==> config.mk <==
export PLATFORM = sky130hd
export DESIGN_NAME = fir_mac_sequencer
export DESIGN_NICKNAME = d
export VERILOG_FILES = /design/src/rtl/fir_mac_sequencer_pkg.sv /design/src/rtl/fir_circ_ptr.sv /design/src/rtl/fir_mac_sequencer.sv
export SDC_FILE = /design/constraint.sdc
export NUM_CORES = 1
export LEC_CHECK = 0
export CAP_MARGIN = 10
export CORE_MARGIN = 8
export CORE_UTILIZATION = 49
export CTS_BUF_LIST = sky130_fd_sc_hd__clkbuf_4
export DETAILED_ROUTE_END_ITERATION = 10
export PLACE_DENSITY = 0.78
export RECOVER_POWER = 50
export SYNTH_ARGS = -nofsm -noshare
export SYNTH_HDL_FRONTEND = slang
export SYNTH_SLANG_ARGS = --single-unit
==> constraint.sdc <==
create_clock -name clk -period 2.5 [get_ports clk]
set_input_delay 0.375 -clock clk [delete_from_list [all_inputs] [get_ports clk]]
set_output_delay 0.375 -clock clk [all_outputs]
set_load 0.02 [all_outputs]
==> src/rtl/fir_mac_sequencer_pkg.sv <==
// Shared parameters and FSM state encoding for the FIR MAC sequencer and the
// coeff ROM / sample RAM / accumulator it drives.
package fir_mac_sequencer_pkg;

    localparam int DEF_NTAPS       = 12;
    localparam int DEF_SEL_W       = 4;
    localparam int DEF_PIPE        = 1;
    localparam int DEF_MAX_SAMPLES = 20;
    localparam int DEF_CNT_W       = 5;
    localparam int DRN_W           = 8;

    typedef enum logic [2:0] {
        ST_IDLE  = 3'd0,
        ST_CLEAR = 3'd1,
        ST_MAC   = 3'd2,
        ST_DRAIN = 3'd3,
        ST_OUT   = 3'd4
    } state_t;

endpackage

==> src/rtl/fir_circ_ptr.sv <==
// Combinational mod-NTAPS pointer arithmetic: base+1 and base-k, zero latency.
// NTAPS need not be a power of two; k is assumed to lie in 0..NTAPS-1.
module fir_circ_ptr #(
    parameter int NTAPS = 12,
    parameter int SEL_W = 4
) (
    input  logic [SEL_W-1:0] base,
    input  logic [SEL_W-1:0] k,
    output logic [SEL_W-1:0] inc,
    output logic [SEL_W-1:0] diff
);

    always_comb begin
        inc  = (base == SEL_W'(NTAPS - 1)) ? '0 : base + SEL_W'(1);
        // Wrapped result is below NTAPS, so modulo-2**SEL_W arithmetic is exact.
        diff = (base >= k) ? base - k : base + SEL_W'(NTAPS) - k;
    end

endmodule

==> src/rtl/fir_mac_sequencer.sv <==
// Sequencer for the time-multiplexed FIR MAC: srdyi accepted in cycle 0, srdyo in cycle NTAPS+2+PIPE.
// No backpressure: srdyi while ready=0 is dropped and flagged in sticky overrun.
module fir_mac_sequencer
    import fir_mac_sequencer_pkg::*;
#(
    parameter int NTAPS       = DEF_NTAPS,
    parameter int SEL_W       = DEF_SEL_W,
    parameter int PIPE        = DEF_PIPE,
    parameter int MAX_SAMPLES = DEF_MAX_SAMPLES,
    parameter int CNT_W       = DEF_CNT_W
) (
    input  logic             clk,
    input  logic             GlobalReset,
    input  logic             global_srdyi,
    input  logic             srdyi,
    output logic             ready,
    output logic             wr_en,
    output logic [SEL_W-1:0] wr_addr,
    output logic [SEL_W-1:0] rd_addr,
    output logic [SEL_W-1:0] coeff_sel,
    output logic             sum_rst,
    output logic             sum_en,
    output logic             srdyo,
    output logic [CNT_W-1:0] sample_count,
    output logic             done,
    output logic             overrun
);

    state_t           state_q, state_d;
    logic             armed_q, armed_d;
    logic             done_q, done_d;
    logic             overrun_q, overrun_d;
    logic [SEL_W-1:0] wr_ptr_q, wr_ptr_d;
    logic [SEL_W-1:0] tap_q, tap_d;
    logic [DRN_W-1:0] drain_q, drain_d;
    logic [CNT_W-1:0] count_q, count_d;
    logic [SEL_W-1:0] ptr_inc, ptr_diff;

    fir_circ_ptr #(
        .NTAPS (NTAPS),
        .SEL_W (SEL_W)
    ) u_circ_ptr (
        .base (wr_ptr_q),
        .k    (tap_q),
        .inc  (ptr_inc),
        .diff (ptr_diff)
    );

    always_comb begin
        state_d   = state_q;
        // An arm takes effect before anything else this cycle, including acceptance.
        armed_d   = armed_q | global_srdyi;
        done_d    = done_q & ~global_srdyi;
        overrun_d = overrun_q & ~global_srdyi;
        count_d   = global_srdyi ? '0 : count_q;
        wr_ptr_d  = wr_ptr_q;
        tap_d     = tap_q;
        drain_d   = drain_q;
        ready     = (state_q == ST_IDLE) && armed_d && !done_d;
        wr_en     = 1'b0;
        sum_rst   = 1'b0;
        sum_en    = 1'b0;
        srdyo     = 1'b0;
        coeff_sel = '0;
        rd_addr   = '0;

        if (srdyi && !ready) begin
            overrun_d = 1'b1;
        end

        case (state_q)
            ST_IDLE: begin
                if (srdyi && ready) begin
                    wr_en   = 1'b1;
                    state_d = ST_CLEAR;
                end
            end
            ST_CLEAR: begin
                sum_rst = 1'b1;
                tap_d   = '0;
                state_d = ST_MAC;
            end
            ST_MAC: begin
                sum_en    = 1'b1;
                coeff_sel = tap_q;
                rd_addr   = ptr_diff;
                if (tap_q == SEL_W'(NTAPS - 1)) begin
                    tap_d    = '0;
                    wr_ptr_d = ptr_inc;
                    drain_d  = '0;
                    state_d  = (PIPE == 0) ? ST_OUT : ST_DRAIN;
                end else begin
                    tap_d = tap_q + SEL_W'(1);
                end
            end
            ST_DRAIN: begin
                if (drain_q == DRN_W'(PIPE - 1)) begin
                    state_d = ST_OUT;
                end else begin
                    drain_d = drain_q + DRN_W'(1);
                end
            end
            ST_OUT: begin
                srdyo   = 1'b1;
                state_d = ST_IDLE;
                if (count_d != '1) begin
                    count_d = count_d + CNT_W'(1);
                end
                if (MAX_SAMPLES != 0 && count_d == CNT_W'(MAX_SAMPLES)) begin
                    done_d  = 1'b1;
                    armed_d = 1'b0;
                end
            end
            default: begin
                state_d = ST_IDLE;
            end
        endcase
    end

    always_ff @(posedge clk or posedge GlobalReset) begin
        if (GlobalReset) begin
            state_q   <= ST_IDLE;
            armed_q   <= 1'b0;
            done_q    <= 1'b0;
            overrun_q <= 1'b0;
            wr_ptr_q  <= '0;
            tap_q     <= '0;
            drain_q   <= '0;
            count_q   <= '0;
        end else begin
            state_q   <= state_d;
            armed_q   <= armed_d;
            done_q    <= done_d;
            overrun_q <= overrun_d;
            wr_ptr_q  <= wr_ptr_d;
            tap_q     <= tap_d;
            drain_q   <= drain_d;
            count_q   <= count_d;
        end
    end

    assign wr_addr      = wr_ptr_q;
    assign sample_count = count_q;
    assign done         = done_q;
    assign overrun      = overrun_q;

endmodule
* After elaboration in Yosys (flattened, before gate mapping)
Cells that the tools add are included.
Word-level totals: bits in registers 27, word-level logic and storage cells 72, bits of input ports 4, output and inout bits 24
Operators by class: add/subtract/negate cells 7, eq/ne operators 12, order comparisons 1, bitwise logic cells 4, reduce and logical (&&, ||, !) cells 13, muxes and demuxes 27
Operator list (number):
- $mux W4 | 5
- $mux W5 | 4
- $mux W8 | 2
- $pmux W8 S2 | 1
- $pmux W3 S4 | 1
- $mux W1 | 10
- $mux W3 | 3
- $add A4 B1 Y4 const B | 2
- $add A8 B1 Y8 const B | 1
- $eq A4 B4 Y1 const B | 2
- $logic_not A8 Y1 | 1
- $pmux W4 S2 | 1
- $sub A4 B4 Y4 | 2
- $eq A3 B2 Y1 const B | 2
- $ne A2 B2 Y1 const B | 3
- $reduce_and A3 Y1 | 2
- $add A5 B1 Y5 const B | 1
- $eq A5 B5 Y1 const B | 1
- $ne A5 B5 Y1 const B | 1
- $add A4 B4 Y4 const B | 1
- $ge A4 B4 Y1 | 1
- $logic_and A1 B1 Y1 | 4
- $reduce_bool A2 Y1 | 2
- $eq A3 B1 Y1 const B | 1
- other kinds (8) | 10

* Longest topological paths before layout
Gate-level depths: netlist of the first run.
depth in word-level cells 7, gate-level depth with buffers 9, depth with buffers taken out 9

* Modules after synthesis
Synthesis of the first run repeated with hierarchy kept, for this count alone.
Second synthesis, totals: cells, all modules 194, area, all modules 1911.8 um^2
By module, submodules not included:
- fir_mac_sequencer | area an instance 1571.5 um^2, cells an instance 151, times used 1, sequential area each 675.6 um^2
- fir_circ_ptr | area an instance 340.3 um^2, cells an instance 43, times used 1, sequential area each 0.0 um^2

* Least setup slack after synthesis of the first run
No wires, ideal clock.
path kind register to output, start point register wr_ptr_q[2] (netlist: wr_addr[2]), end point output port rd_addr[3], path buffers 0, cell stages (with the launch flop) 9, data arrival time 2.274 ns, slack -0.149 ns, required time 2.125 ns, cell sequence dfrtp_1 -> inv_1 -> ha_1 -> inv_1 -> fa_1 -> xnor2_1 -> nor2b_1 -> a2111oi_2 -> a31o_2
Between the ends: longest elaborated chain between the ends 4, elaborated cells between the ends (all ways) 6, classes of those cells 3 x add/sub; 1 x order compare; 2 x mux
RTL lines:
- start, declared | line fir_mac_sequencer.sv:33 | logic [SEL_W-1:0] wr_ptr_q, wr_ptr_d;
- start signal, assigned | line fir_mac_sequencer.sv:135 | wr_ptr_q <= wr_ptr_d;
- $add A4 B4 Y4 | line fir_circ_ptr.sv:16 | diff = (base >= k) ? base - k : base + SEL_W'(NTAPS) - k;
- $sub A4 B4 Y4 | line fir_circ_ptr.sv:16
- $mux W4 (*) | line fir_circ_ptr.sv:16
- $mux W4 (*) | line fir_mac_sequencer.sv:71 | case (state_q)
- end, declared | line fir_mac_sequencer.sv:19 | output logic [SEL_W-1:0] rd_addr,
Mark *: on every way between the ends. The rest lies on a longest branch, timed or not.

* Final worst setup path of the first run
start point register wr_ptr_q[0] (netlist: wr_addr[0]), end point output port rd_addr[3]
Same word-level chain as after synthesis.

==> impl_results.md, run 1 <==
* Clock Sinks at 27
* Setup TNS at -0.3332 ns
* Pleak at 1.074 nW
* Post-synthesis sequential area ratio at 41.22%
* Switch Pwr at 0.9741 mW
* Final period util at 108.4%
* Hold EP: armed_q
* Netlist cell types at 47
* Crit path capture type: output port
* Post-synth top area cell: dfrtp_1
* # setup viols final at 2
* Sequential fraction of design power at 24.0%
* Clock transition at the registers of the reported paths at 0.15 ns
* Failing checks: negative setup slack
* Status: complete, but fails checks
* H-tree lvl count at 1
* Average wire per standard cell at 16.59 µm
* Clock buffer depth at 2
* Synthesized instance count at 170
* DRC at 0
* Starting Density at 49.90%
* Pwr dens at 981.7 nW/µm²
* Worst r2r src: tap_q[1]
* Layout Nets at 245
* Internal at 1.307 mW
* Min cycle time layout at 2.709 ns
* Seq cells post-synth at 27
* Post-synth top area share at 41.22%
* Clock latency on the worst-skew pair at 0.33 ns
* Mapped Nets at 187
* Placed Cells at 263
* Fin util at 70.74%
* Asr flop ratio synth at 100.0%
* First-pass GRT wire length at 7065 µm
* Largest family of logic cells by synthesized area: simple AND/OR/NAND/NOR gates
* Crit Path Max Fanout at 3
* Die Area at 5452 µm²
* Vias at 1531
* Post-synthesis mux area share at 3.817%
* Post-DRT Antenna Nets at 0
* N_diodes at 0
* Dpl hpwl at 3102 µm
* Non-Filler Instances at 273
* Skew final at 0.003463 ns
* Core ar. at 3284 µm²
* Worst slew margin at 3.518%
* Slew @ Worst Pin at 1.447 ns
* Vias in the first global route at 1574
* Hold Crit Class: flop to flop
* Antenna violations before repair at 0
* Chip height at 73.84 µm
* Arrival @ worst endpoint at 2.33 ns
* Reg2reg setup slack at 0.13 ns
* Crit path kind: flop to output port
* Worst Reg2Reg Path Length in Cells at 7
* DRT iter0 DRCs at 48
* 1st-pass router iterations at 4
* Combinational power share at 67.4%
* VDD IR max at 0.0006312 V
* RR Endpoint: wr_addr[2]
* I/O pins at 28
* Overflow after GRT at 0
* Die Wd at 73.84 µm
* GPL Wtd Cong at 0.8478
* Max-Cap Viols at 0
* Row count at 21
* Root buffer selected by CTS: clkbuf_4
* Max Slew Vio Count at 0
* Fill count at 241
* Hold path depth at 1
* Min-delay src: armed_q
* Switch share at 42.70%
* Crit start category: flop
* Clock share of power at 8.6%
* Share of post-route cells with drive strength above 1 at 26.43%
* PortBufs at 27
* Synthesized area at 1639 µm²
* Post-synthesis simple-gate area fraction at 21.53%
* Crit path launch: wr_addr[0]
* FMAX at 369.1 MHz
* Final-report hold violation count at 0
* Synth Flop Type: dfrtp_1
* Area grow syn2layout at 41.76%
* CP Data Required Time at 2.12 ns
* XOR/XNOR Fraction of Synth Area at 3.206%
* Largest net degree at the start of global routing at 28
* RSZ-0062 raised after global routing: yes
* Adder-cell area share of the yosys netlist at 11.30%
* Number of synthesis warnings at 0
* Post-synth EDFFs at 0
* Worst hold slack at 0.5245 ns
* Setup ws final at -0.2092 ns
* Post-synthesis compound-gate area fraction at 14.35%
* Via/cell ratio at 5.608
* CTS tree: yes
* Final WL at 4529 µm
* Num CTS Buffers at 3
* Top area cells in the synthesized netlist: dfrtp_1 41%, ha_1 7.6%, nor2_1 4.8%
* Total power at 2.281 mW
* Syn avg cell area at 9.642 µm²
* Total track usage at 16.57%
-- synth_stat cells, types with 4 or more instances --
master,number
nor2b_1,4
nor2_1,21
dfrtp_1,27
xnor2_1,4
inv_1,13
nor3_1,4
a21oi_1,9
or3_1,5
nand2_1,12
o21ai_0,7
ha_1,10
-- cell usage in the layout (no fill, tap or decap), types with 4 or more instances in the layout --
| master | n |
|---|---|
| dfrtp_1 | 25 |
| buf_4 | 25 |
| nor2_1 | 21 |
| clkdlybuf4s50_1 | 17 |
| nand2_1 | 12 |
| inv_1 | 9 |
| a21oi_1 | 7 |
| o21ai_0 | 6 |
| ha_1 | 6 |
| or3_1 | 4 |
| nor3_1 | 4 |
| ha_4 | 4 |
| clkbuf_4 | 4 |
| dlymetal6s2s_1 | 4 |
| clkbuf_1 | 4 |
-- sequential cells by signal, indices dropped and copies added, names as in the netlist --
register and count:
tap_q 4, armed_q 1, overrun 1, drain_q 8, done 1, wr_addr 4, sample_count 5, state_q 3
-- worst max-delay path by stage --
stage / end / depth (start not counted)
3_5_place_dp: rd_addr[3] / 9
3_3_place_gp: rd_addr[3] / 9
2_1_floorplan: rd_addr[3] / 8
5_1_grt: rd_addr[3] / 9
6_report: rd_addr[3] / 9
4_1_cts: rd_addr[3] / 8
-- cells by family after synthesis --
group,Yosys count
simple gates,67
compound gates,35
flops,27
buf+inv,17
fa+ha+maj,13
xor+xnor,6
mux,5
-- area by class of cell --
type | count | area [µm²] | area share [%]
clock inverters | 1 | 7.507 | 0.3231
well taps | 46 | 57.56 | 2.477
flip-flops and latches | 27 | 678.2 | 29.19
repair buffers | 56 | 478.0 | 20.57
multi-input cells | 126 | 1023 | 44.05
clock buffers | 3 | 22.52 | 0.9693
inverters | 14 | 56.30 | 2.423
-- metal layers --
metal,vias to the layer above,wire length [µm],share of wire (%),global-route usage (%)
met2,60,2429,54,31.59
met5,-,0,0,0
met1,749,1771,39,16.69
met4,0,101,2.2,6.208
met3,10,226,5.0,3.956
li1,712,-,-,-
-- metrics by stage --
stage,setup slack (ns),cell area (µm²)
final,-0.2092,2323
after global routing,-0.2755,2323
after CTS,-0.1933,2301
after detailed placement,-0.5335,2145
after global placement,-0.4396,2145
after floorplan,0.01444,1667
-- repair_timing --
item,in CTS,in global routing
cloned,0,0
hold buffers,0,0
pin swaps,9,6
gates resized for setup,36,11
endpoints found under the setup margin,8,6
buffers inserted,6,0
-- worst max-delay path: stages (launching register included) --
cell     delay, ns
dfrtp_1       0.42
inv_2         0.08
ha_4          0.13
inv_4         0.05
fa_2          0.37
a21oi_4       0.16
o21a_1        0.15
mux2_4        0.30
a31o_4        0.22
buf_6         0.12
-- power by group through the flow --
stage / logic (mW) / registers [mW] / clock network, mW
floorplan: 0.642 / 0.601 / 0
global placement: 1.16 / 0.545 / 0
detailed placement: 1.21 / 0.550 / 0
CTS: 1.43 / 0.547 / 0.198
global route: 1.63 / 0.555 / 0.217
finish: 1.54 / 0.548 / 0.196
No activity file was read; power rests on OpenSTA's default activity.
==> run 2: changes to the inputs <==
--- a/config.mk
+++ b/config.mk
@@ -6,12 +6,11 @@
 export NUM_CORES = 1
 export LEC_CHECK = 0
 export CAP_MARGIN = 10
-export CORE_MARGIN = 8
+export CORE_MARGIN = 3
 export CORE_UTILIZATION = 49
 export CTS_BUF_LIST = sky130_fd_sc_hd__clkbuf_4
 export DETAILED_ROUTE_END_ITERATION = 10
 export PLACE_DENSITY = 0.78
-export RECOVER_POWER = 50
 export SYNTH_ARGS = -nofsm -noshare
 export SYNTH_HDL_FRONTEND = slang
 export SYNTH_SLANG_ARGS = --single-unit
==> impl_results.md, run 2 (synthesis results as in run 1) <==
* Status: complete, but fails checks
* Failing checks: negative setup slack
* I/O pins at 28 (unchanged)
* Area grow syn2layout at 40.92%
* Non-Filler Instances at 271 (-0.73%)
* Most frequent cells in the layout: 28 x buf_4, 25 x dfrtp_1, 21 x nor2_1
* Switch Pwr at 0.9082 mW (-6.8%)
* H-tree lvl count at 1 (unchanged)
* Layout Nets at 245 (unchanged)
* Vias in the first global route at 1524 (-3.2%)
* RSZ-0062 raised after global routing: yes
* Placed cell area at 2157 µm² (+0.58%)
* CP delay by family, top: adder cells
* Buf+Inv Stages, Crit Path at 3 (unchanged)
* Die Wd at 63.84 µm (-14%)
* Clock buffer depth at 2 (unchanged)
* CP Data Required Time at 2.12 ns (about the same)
* Worst slew margin at 68.33% (+65 points)
* Worst hold slack at 0.3903 ns (-0.1341 ns)
* Core ar. at 3128 µm² (-4.8%)
* Largest register by flop count: drain_q
* Placement Setup Slack at -0.4977 ns (+0.03585 ns)
* RR Endpoint: wr_addr[2]
* Max Slew Vio Count at 0 (unchanged)
* FMAX at 365.1 MHz (-1.1%)
* # setup viols final at 2 (unchanged)
* CTS tree: yes
* Slowest cell on the critical path: dfrtp_1
* Via/cell ratio at 5.513 (-1.7%)
* Max FFs per register at 8 (unchanged)
* DRT iter0 DRCs at 120 (+150%)
* DRC at 0 (unchanged)
* Reg2reg setup slack at 0.53 ns (+0.40 ns)
* Total power at 2.202 mW (-3.4%)
* Min cycle time layout at 2.739 ns (+0.02947 ns)
* Placed Cells at 263 (unchanged)
* Final-report hold violation count at 0 (unchanged)
* Starting Density at 52.40% (+2.5 points)
* Share of post-route cells with drive strength above 1 at 26.43% (unchanged)
* Crit path capture type: output port
* Average wire per standard cell at 16.05 µm (-3.2%)
* Max-Cap Viols at 0 (unchanged)
* Root buffer selected by CTS: clkbuf_4
* GPL Wtd Cong at 0.8733 (+3.0%)
* Switch share at 41.24% (-1.5 points)
* Worst Reg2Reg Path Length in Cells at 8 (+1)
* Num CTS Buffers at 3 (unchanged)
* First-pass GRT wire length at 6789 µm (-3.9%)
* Skew final at 0.01341 ns (+0.009946 ns)
* Setup ws final at -0.2387 ns (-0.02948 ns)
* VDD IR max at 0.0004142 V (-34%)
* Crit start category: flop
* Chip height at 63.84 µm (-14%)
* Setup TNS at -0.3749 ns (-0.04175 ns)
* Crit Path Max Fanout at 2 (-1)
* Final WL at 4350 µm (-4.0%)
* Combinational power share at 65.8% (-1.6 points)
* Largest net degree at the start of global routing at 28 (unchanged)
* Clock latency on the worst-skew pair at 0.33 ns (about the same)
* Commonest non-fill, non-tap cell in the layout: buf_4
* Vias at 1494 (-2.4%)
* Dpl hpwl at 3083 µm (-0.61%)
* Slew @ Worst Pin at 0.4729 ns (-0.9743 ns)
* Arrival @ worst endpoint at 2.36 ns (+0.03 ns)
* 1st-pass router iterations at 4 (unchanged)
* Critical Path Max Stage Delay at 0.41 ns (about the same)
* Sequential fraction of design power at 25.1% (+1.1 points)
* N_diodes at 0 (unchanged)
* Clock Sinks at 27 (unchanged)
* Cell Chain, Critical Path: inv_2 > ha_4 > buf_4 > fa_1 > a31oi_1 > mux2_4 > a31o_4 > buf_6
* Fin util at 73.84% (+3.1 points)
* Pleak at 1.065 nW (-0.84%)
* Antenna violations before repair at 0 (unchanged)
* Clock share of power at 9.1% (+0.5 points)
* Pwr dens at 953.5 nW/µm² (-2.9%)
* Total track usage at 20.94% (+4.4 points)
* Die Area at 4075 µm² (-25%)
* Worst r2r src: tap_q[1]
* Overflow after GRT at 0 (unchanged)
* Internal at 1.294 mW (-0.97%)
* Final instance area at 2310 µm² (-0.59%)
* Row count at 20 (-4.8%)
* Hold Crit Class: input port to asynchronous set/reset pin
* Clock transition at the registers of the reported paths at 0.15 ns (about the same)
* Final period util at 109.5% (+1.2 points)
* Post-DRT Antenna Nets at 0 (unchanged)
* PortBufs at 27 (unchanged)
* Crit path kind: flop to output port
## run 2: area by class of cell
class                      instances  area, µm²
clock buffer                       4      30.03
fill                             208      818.3
inverter                          14      55.05
sequential                        27      678.2
tap                               44      55.05
timing repair buffer              56      493.0
multi-input combinational        126      998.5
## run 2: metal layers
| metal | GRT usage, % | part of all wire [%] |
|---|---|---|
| met5 | 0 | 0 |
| met4 | 7.278 | 2.3 |
| met3 | 2.988 | 3.4 |
| met2 | 38.97 | 54 |
| met1 | 24.12 | 40 |
## run 2: power groups by stage
stage	clock (mW)	sequential, mW	combinational (mW)
2_1_floorplan	0	0.601	0.642
3_3_place_gp	0	0.543	1.17
3_5_place_dp	0	0.552	1.22
4_1_cts	0.206	0.545	1.33
5_1_grt	0.226	0.560	1.54
6_report	0.200	0.552	1.45
## run 2: repair_timing
item                       4_1_cts  5_1_grt
pin swaps                        5        5
gates resized for setup         25       12
setup endpoints to repair        6        4
buffers inserted                 3        1
cloned                           0        0
hold buffers                     0        0
## run 2: worst min-delay path, cell delays in order
cell and delay (ns):
clkdlybuf4s50_1 0.40, inv_1 0.06, buf_4 0.32
## run 2: worst max path at each step
stage	startpoint	to	slack [ns]	cells after the start
4_1_cts	tap_q[1]	rd_addr[3]	-0.21	9
6_report	tap_q[1]	rd_addr[3]	-0.24	8
2_1_floorplan	tap_q[1]	rd_addr[3]	0.01	8
3_3_place_gp	tap_q[1]	rd_addr[3]	-0.43	9
3_5_place_dp	wr_addr[0]	rd_addr[3]	-0.50	10
5_1_grt	wr_addr[0]	rd_addr[3]	-0.33	9
